File: src/rtl/altair_mem_pkg.sv
// Shared types and defaults for the Altair memory write-path arbiter.
package altair_mem_pkg;
  localparam int          DEF_ADDR_W    = 16;
  localparam logic [15:0] DEF_LOAD_BASE = 16'h0000;
  localparam int          IOCTL_ADDR_W  = 25;

  typedef enum logic [2:0] {
    CPU_OWN,
    HOLD_WAIT,
    LOAD_IDLE,
    LOAD_WRITE,
    RELEASE
  } mem_load_state_t;
endpackage

File: src/rtl/hold_timer.sv
// Loadable down-counter bounding how long we wait for the CPU to grant its bus.
module hold_timer #(
  parameter int         W        = 10,
  parameter logic [W-1:0] LOAD_VAL = '1
) (
  input  logic clk,
  input  logic reset_n,
  input  logic load,
  input  logic en,
  input  logic clr,
  output logic expired
);
  logic [W-1:0] cnt;

  always_ff @(posedge clk or negedge reset_n) begin
    if (!reset_n)             cnt <= '0;
    else if (clr)             cnt <= '0;
    else if (load)            cnt <= LOAD_VAL;
    else if (en && cnt != '0) cnt <= cnt - 1'b1;
  end

  assign expired = (cnt == '0);
endmodule

File: src/rtl/mem_load_arbiter.sv
// Shares the single memory write port between the CPU and the HPS ioctl
// download stream; holds the CPU for the duration of a download.
module mem_load_arbiter
  import altair_mem_pkg::*;
#(
  parameter int                ADDR_W       = DEF_ADDR_W,
  parameter logic [ADDR_W-1:0] LOAD_BASE    = ADDR_W'(DEF_LOAD_BASE),
  parameter int                HOLD_TIMEOUT = 1024
) (
  input  logic                    clk,
  input  logic                    reset_n,
  input  logic                    ioctl_download,
  input  logic                    ioctl_wr,
  input  logic [IOCTL_ADDR_W-1:0] ioctl_addr,
  input  logic [7:0]              ioctl_dout,
  output logic                    ioctl_wait,
  input  logic [ADDR_W-1:0]       cpu_addr,
  input  logic [7:0]              cpu_dout,
  input  logic                    cpu_wr,
  output logic                    cpu_hold,
  input  logic                    cpu_hlda,
  output logic [ADDR_W-1:0]       mem_addr,
  output logic [7:0]              mem_din,
  output logic                    mem_we,
  output logic                    load_active,
  output logic                    load_done,
  output logic [ADDR_W:0]         bytes_loaded,
  output logic                    overflow
);
  localparam int                TMR_W     = $clog2(HOLD_TIMEOUT);
  localparam logic [TMR_W-1:0]  TMR_LOAD  = TMR_W'(HOLD_TIMEOUT - 1);
  localparam logic [ADDR_W:0]   BYTES_MAX = {1'b1, {ADDR_W{1'b0}}};

  typedef struct packed {
    logic [ADDR_W-1:0] addr;
    logic [7:0]        data;
    logic              drop;
  } load_req_t;

  mem_load_state_t state;
  load_req_t       req;
  logic            start;
  logic            tmr_expired;

  assign start = (state == CPU_OWN) && ioctl_download;

  hold_timer #(.W(TMR_W), .LOAD_VAL(TMR_LOAD)) u_hold_timer (
    .clk     (clk),
    .reset_n (reset_n),
    .load    (start),
    .en      (state == HOLD_WAIT),
    .clr     ((state != HOLD_WAIT) && !start),
    .expired (tmr_expired)
  );

  always_ff @(posedge clk or negedge reset_n) begin
    if (!reset_n) begin
      state        <= CPU_OWN;
      cpu_hold     <= 1'b0;
      ioctl_wait   <= 1'b0;
      bytes_loaded <= '0;
      overflow     <= 1'b0;
      req          <= '0;
    end else begin
      case (state)
        CPU_OWN: if (ioctl_download) begin
          state        <= HOLD_WAIT;
          cpu_hold     <= 1'b1;
          ioctl_wait   <= 1'b1;
          bytes_loaded <= '0;
          overflow     <= 1'b0;
        end
        // An aborted download takes precedence over a late grant.
        HOLD_WAIT: if (!ioctl_download) begin
          state      <= RELEASE;
          ioctl_wait <= 1'b0;
        end else if (cpu_hlda || tmr_expired) begin
          state      <= LOAD_IDLE;
          ioctl_wait <= 1'b0;
        end
        LOAD_IDLE: if (ioctl_wr) begin
          req.addr   <= LOAD_BASE + ioctl_addr[ADDR_W-1:0];
          req.data   <= ioctl_dout;
          req.drop   <= |ioctl_addr[IOCTL_ADDR_W-1:ADDR_W];
          state      <= LOAD_WRITE;
          ioctl_wait <= 1'b1;
        end else if (!ioctl_download) begin
          state <= RELEASE;
        end
        LOAD_WRITE: begin
          if (req.drop)                       overflow     <= 1'b1;
          else if (bytes_loaded != BYTES_MAX) bytes_loaded <= bytes_loaded + 1'b1;
          state      <= LOAD_IDLE;
          ioctl_wait <= 1'b0;
        end
        RELEASE: begin
          cpu_hold   <= 1'b0;
          ioctl_wait <= 1'b0;
          state      <= CPU_OWN;
        end
        default: state <= CPU_OWN;
      endcase
    end
  end

  // The CPU keeps the port until it has actually been granted away.
  always_comb begin
    mem_addr = req.addr;
    mem_din  = req.data;
    mem_we   = 1'b0;
    case (state)
      CPU_OWN, HOLD_WAIT: begin
        mem_addr = cpu_addr;
        mem_din  = cpu_dout;
        mem_we   = cpu_wr;
      end
      LOAD_WRITE: mem_we = ~req.drop;
      default: ;
    endcase
  end

  assign load_active = (state != CPU_OWN);
  assign load_done   = (state == RELEASE);
endmodule

File: config.mk
export PLATFORM = sky130hd
export DESIGN_NAME = mem_load_arbiter
export DESIGN_NICKNAME = d
export VERILOG_FILES = /design/src/rtl/altair_mem_pkg.sv /design/src/rtl/hold_timer.sv /design/src/rtl/mem_load_arbiter.sv
export SDC_FILE = /design/constraint.sdc
export NUM_CORES = 1
export LEC_CHECK = 0
export BUFFER_PORTS_ARGS = -buffer_cell sky130_fd_sc_hd__buf_4
export CORE_ASPECT_RATIO = 1.5
export CORE_MARGIN = 3
export CORE_UTILIZATION = 54
export DETAILED_ROUTE_END_ITERATION = 8
export GPL_TIMING_DRIVEN = 0
export HOLD_SLACK_MARGIN = 0.08
export PLACE_DENSITY = 0.94
export RECOVER_POWER = 50
export SYNTH_ARGS = -nofsm -noshare
export SYNTH_HDL_FRONTEND = slang
export SYNTH_SLANG_ARGS = --single-unit
File: constraint.sdc
create_clock -name clk -period 5.1 [get_ports clk]
set_input_delay 1.02 -clock clk [delete_from_list [all_inputs] [get_ports clk]]
set_output_delay 1.02 -clock clk [all_outputs]
set_load 0.005 [all_outputs]
Yosys cells after proc, flatten, opt, wreduce, memory -nomap -nowiden
Cells that the tools add are included.
Widths: inputs -> output; s select.

operators by class
  add/sub/neg operators = 2
  equality and inequality tests = 13
  muxes and demuxes = 25
  bitwise gates (word level) = 1
  reduce and logical (&&, ||, !) cells = 22

operators by type and width
  kind                   count
  $mux 17                3
  $pmux 17 s2            1
  $mux 10                3
  $add 17x1->17 const B  1
  $ne 17x17->1 const B   1
  $mux 16                1
  $mux 3                 5
  $pmux 3 s4             1
  $logic_not 10->1       1
  $ne 2x2->1 const B     5
  $reduce_bool 10->1     1
  $sub 10x1->10 const B  1
  $reduce_or 9->1        1
  $mux 8                 1
  $reduce_and 4->1       2
  $eq 3x2->1 const B     2
  $mux 1                 6
  $ne 3x3->1 const B     2
  $pmux 1 s2             3
  $reduce_and 3->1       2
  $reduce_bool 3->1      2
  $pmux 1 s4             1
  $reduce_and 2->1       2
  $reduce_bool 2->1      2
  10 further kinds       13

storage, ports and cells
  bits in registers = 58
  input bits = 63

Logic depth before layout (Yosys ltp)
  depth after elaboration = 5
  gate-level depth with buffers = 6

Modules after synthesis
Synthesis repeated with hierarchy kept, for this count alone.

unflattened totals
  cell total of the unflattened synthesis = 330
  area total of the unflattened synthesis = 3392.0 um^2

by module, submodules not included
  module            instances  cells an instance  area each (um^2)  seq. area each (um^2)
  mem_load_arbiter  1          255                2712.6            1201.2
  hold_timer        1          75                 679.4             250.2

Least setup slack after synthesis
Ideal clock, no wire load.

  path type = register to output
  from = reg state[2]
  to = out mem_addr[0]
  arrival time = 1496 ps
  required time = 4080 ps
  path slack = 2584 ps
  cell stages (with the launch flop) = 6
  path buffers = 3
  path through = dfrtp_1 buf_4 nor2_1 buf_2 buf_2 mux2_2

between the ends
  cells in the longest elaborated chain, start to end = 3

ends and longest elaborated chain
  what                                           RTL line                 text
  from (decl)                                    mem_load_arbiter.sv:40   mem_load_state_t state;
  from (signal assigned)                         mem_load_arbiter.sv:58   state <= CPU_OWN;
  from (signal assigned)                         mem_load_arbiter.sv:67   state <= HOLD_WAIT;
  from (signal assigned)                         mem_load_arbiter.sv:75   state <= RELEASE;
  $eq 3x1->1 or $logic_not 3->1 (tied branches)  mem_load_arbiter.sv:111  case (state)
  $reduce_or 2->1 (*)                            mem_load_arbiter.sv:111
  $mux 16 (*)                                    mem_load_arbiter.sv:111
  to (decl)                                      mem_load_arbiter.sv:22   output logic [ADDR_W-1:0] mem_addr,

Every way passes the cells marked *; elsewhere a longest branch is shown, timed or not.

==> impl_metrics.yaml <==
cts:
  cts_made_buffers: 9
  cts-resized-gates: 0
  cts_tree: "yes"
  clock_latency_ns: 0.34
  cts-root-buf: "clkbuf_8"
  clock_path_buffers: 2
  htree_levels: 3
  clk_pin_slew_worst_paths_ns: 0.06
  cts_setup_buffers: 0
  clock-sinks: 58
  cts_hold_buf: 0
worst_hold_path:
  hp-start: "req[22]"
  min_path_type: "flip-flop to flip-flop"
  whs_path_depth: 1
  holdPathEnd: "req[22]"
worst_setup_path:
  path_class: "primary input to async pin"
  cp_slowest_cell: "clkbuf_1"
  cp_max_fo: 58
  critPathBufInv: 1
  required_ns: 4.87
  worst_path_largest_cell_delay_ns: 2.11
  cp-end-kind: "async pin"
  r2r_setup_slack_ns: 2.73
  start_kind: "primary input"
  reg2reg_from: "state[0]"
  cp_top_family: "buffers and inverters"
  reg2reg_to: "req[10]"
  r2r_cells: 4
  arrival_ns: 3.17
  crit_chain: "clkbuf_1"
logic_synthesis:
  yosysWarningCount: 0
  ys_seq_area_frac: 0.469
  syn-num-nets: 347
  postSynthAreaPerCell_um2: 11.0
  postSynthCellCount: 281
  synth-main-ff-cell: "dfrtp_1"
  yosysUniqueCellTypes: 51
  async_reset_ff_frac: 1.00
  ys_ff_latch: 58
  syn-cell-area_um2: 3090
  synth-edff-count: 0
power_and_ir_drop:
  p_leak_nw: 1.93
  power.total_mw: 2.15
  max-vdd-ir-drop_mv: 0.368
  power_density_nw_per_um2: 511
status:
  status: "complete, but fails checks"
  violations: "max-capacitance violations, max-slew violations"
drt:
  vias: 2825
  finalWirelength_um: 8880
  dr.first_iter.drc_count: 294
  viasPerCell: 5.96
  wl_per_cell_um: 18.7
  dr.pass1.iters: 4
  antenna_left: 0
  drc: 0
sta:
  tns_ns: 0
  period_share: 0.666
  fmax_mhz: 294
  fin_skew_ns: 0.0105
  max-slew-margin-rel: -1.03
  hold_violations: 0
  fin_crit_ns: 3.40
  setup_viol: 0
  grt_setup_unrepaired: "false"
  worstMarginPinSlew_ns: 3.04
  slew_viol_final: 59
  hold_slack_ns: 0.486
floorplan:
  coreArea_um2: 5490
  die_w_um: 67.8
  num_rows: 33
  num_io_pins: 110
  die-area_um2: 6690
  start_util: 0.563
  die_h_um: 98.7
grt:
  globalRouteOverflowTotal: 0
  grt_pass1_wl_um: 13800
  grt_pass1_vias: 2958
  grt_usage: 0.277
  antenna_found_initial: 0
  grt_max_degree: 59
place:
  portBuffers: 109
  gp_congestion: 0.857
  post-place-cells: 460
  hpwlAfterDp_um: 6450
layout:
  diodes: 0
  area_delta_synth_final_pct: 36.0
  final_cell_count_no_fill: 474
  num-nets-final: 467
  drive_gt1_frac: 0.443
job:
  max_cap_viol_count: 1
cell usage after synthesis, drive strengths merged (2+ instances only):
cell type,n,area share
o21ai,24,0.041
a31oi,3,0.0061
nor4,4,0.0081
or3,9,0.018
a21oi,13,0.021
nand4,3,0.0061
nor2,8,0.0097
nor3,11,0.023
mux2,48,0.17
dfrtp,58,0.47
a211oi,2,0.0049
or2,3,0.0061
and3,4,0.0081
mux2i,4,0.013
o21a,3,0.0073
buf,9,0.015
or4b,2,0.0077
nand2,12,0.015
ha,3,0.012
xor2,2,0.0057
or4,4,0.0097
o31ai,2,0.0049
nand3,8,0.013
and4,2,0.0057
nor4b,4,0.016
xnor2,7,0.020
clkbuf,3,0.0036
inv,11,0.013
report_power, final:
| group | total (mW) | switching [mW] | internal [mW] |
|---|---|---|---|
| Combinational | 0.938 | 0.431 | 0.507 |
| Clock | 0.485 | 0.175 | 0.310 |
| Sequential | 0.727 | 0.112 | 0.614 |
| Total | 2.15 | 0.719 | 1.43 |
kinds of logic after synthesis:
group                    share of synthesized area
AND/OR/NAND/NOR                              0.162
flip-flops                                   0.469
AO/OA/AOI/OAI                                0.110
multiplexers                                 0.188
buffers and inverters                       0.0324
XOR/XNOR                                    0.0255
adder cells (fa/ha/maj)                     0.0121
how the worst max path moves through the flow:
stage / start / end / depth (start not counted)
after floorplan: state[2] / mem_addr[0] / 5
after global placement: state[1] / mem_addr[5] / 6
after detailed placement: state[1] / mem_addr[11] / 6
after CTS: state[1] / mem_addr[11] / 6
after global routing: reset_n / u_hold_timer.cnt[8] / 1
final: reset_n / u_hold_timer.cnt[8] / 1
routing by layer:
| metal | GRT usage | up-vias | part of all wire |
|---|---|---|---|
| li1 | - | 1278 | - |
| met1 | 0.292 | 1396 | 0.34 |
| met2 | 0.485 | 120 | 0.57 |
| met3 | 0.0707 | 31 | 0.055 |
| met4 | 0.149 | 0 | 0.035 |
| met5 | 0 | - | 0 |
area by class of cell:
type	instances	area, µm²
flip-flops and latches	58	1450
clock inverters	2	60.1
inverters	11	41.3
plain buffers	12	56.3
repair buffers	109	807
multi-input cells	200	1540
fillers	361	1290
clock buffers	12	165
well taps	70	87.6
through the flow:
step / cell area [µm²] / util / setup WS, ns
floorplan: 3090 / - / 2.58
global placement: 4000 / 0.728 / 2.24
detailed placement: 4000 / 0.728 / 2.18
CTS: 4220 / 0.769 / 1.78
global route: 4200 / 0.766 / 1.08
finish: 4200 / 0.766 / 1.70
sequential cells by signal (all words and copies together) (netlist names):
signal / count
req: 25
bytes_loaded: 17
u_hold_timer.cnt: 10
state: 3
cpu_hold: 1
ioctl_wait: 1
overflow: 1
cells in the final DEF, fill, tap and decap left out, drive strengths merged, types with 7 or more instances in the layout:
cell type	netlist	layout
buf	9	103
nand3	8	8
nor3	11	11
xnor2	7	7
o21ai	24	24
a21oi	13	13
clkbuf	3	30
mux2	48	48
nor2	8	8
dfrtp	58	58
or3	9	9
inv	11	11
nand2	12	12
(Power assumes the default switching activity.)
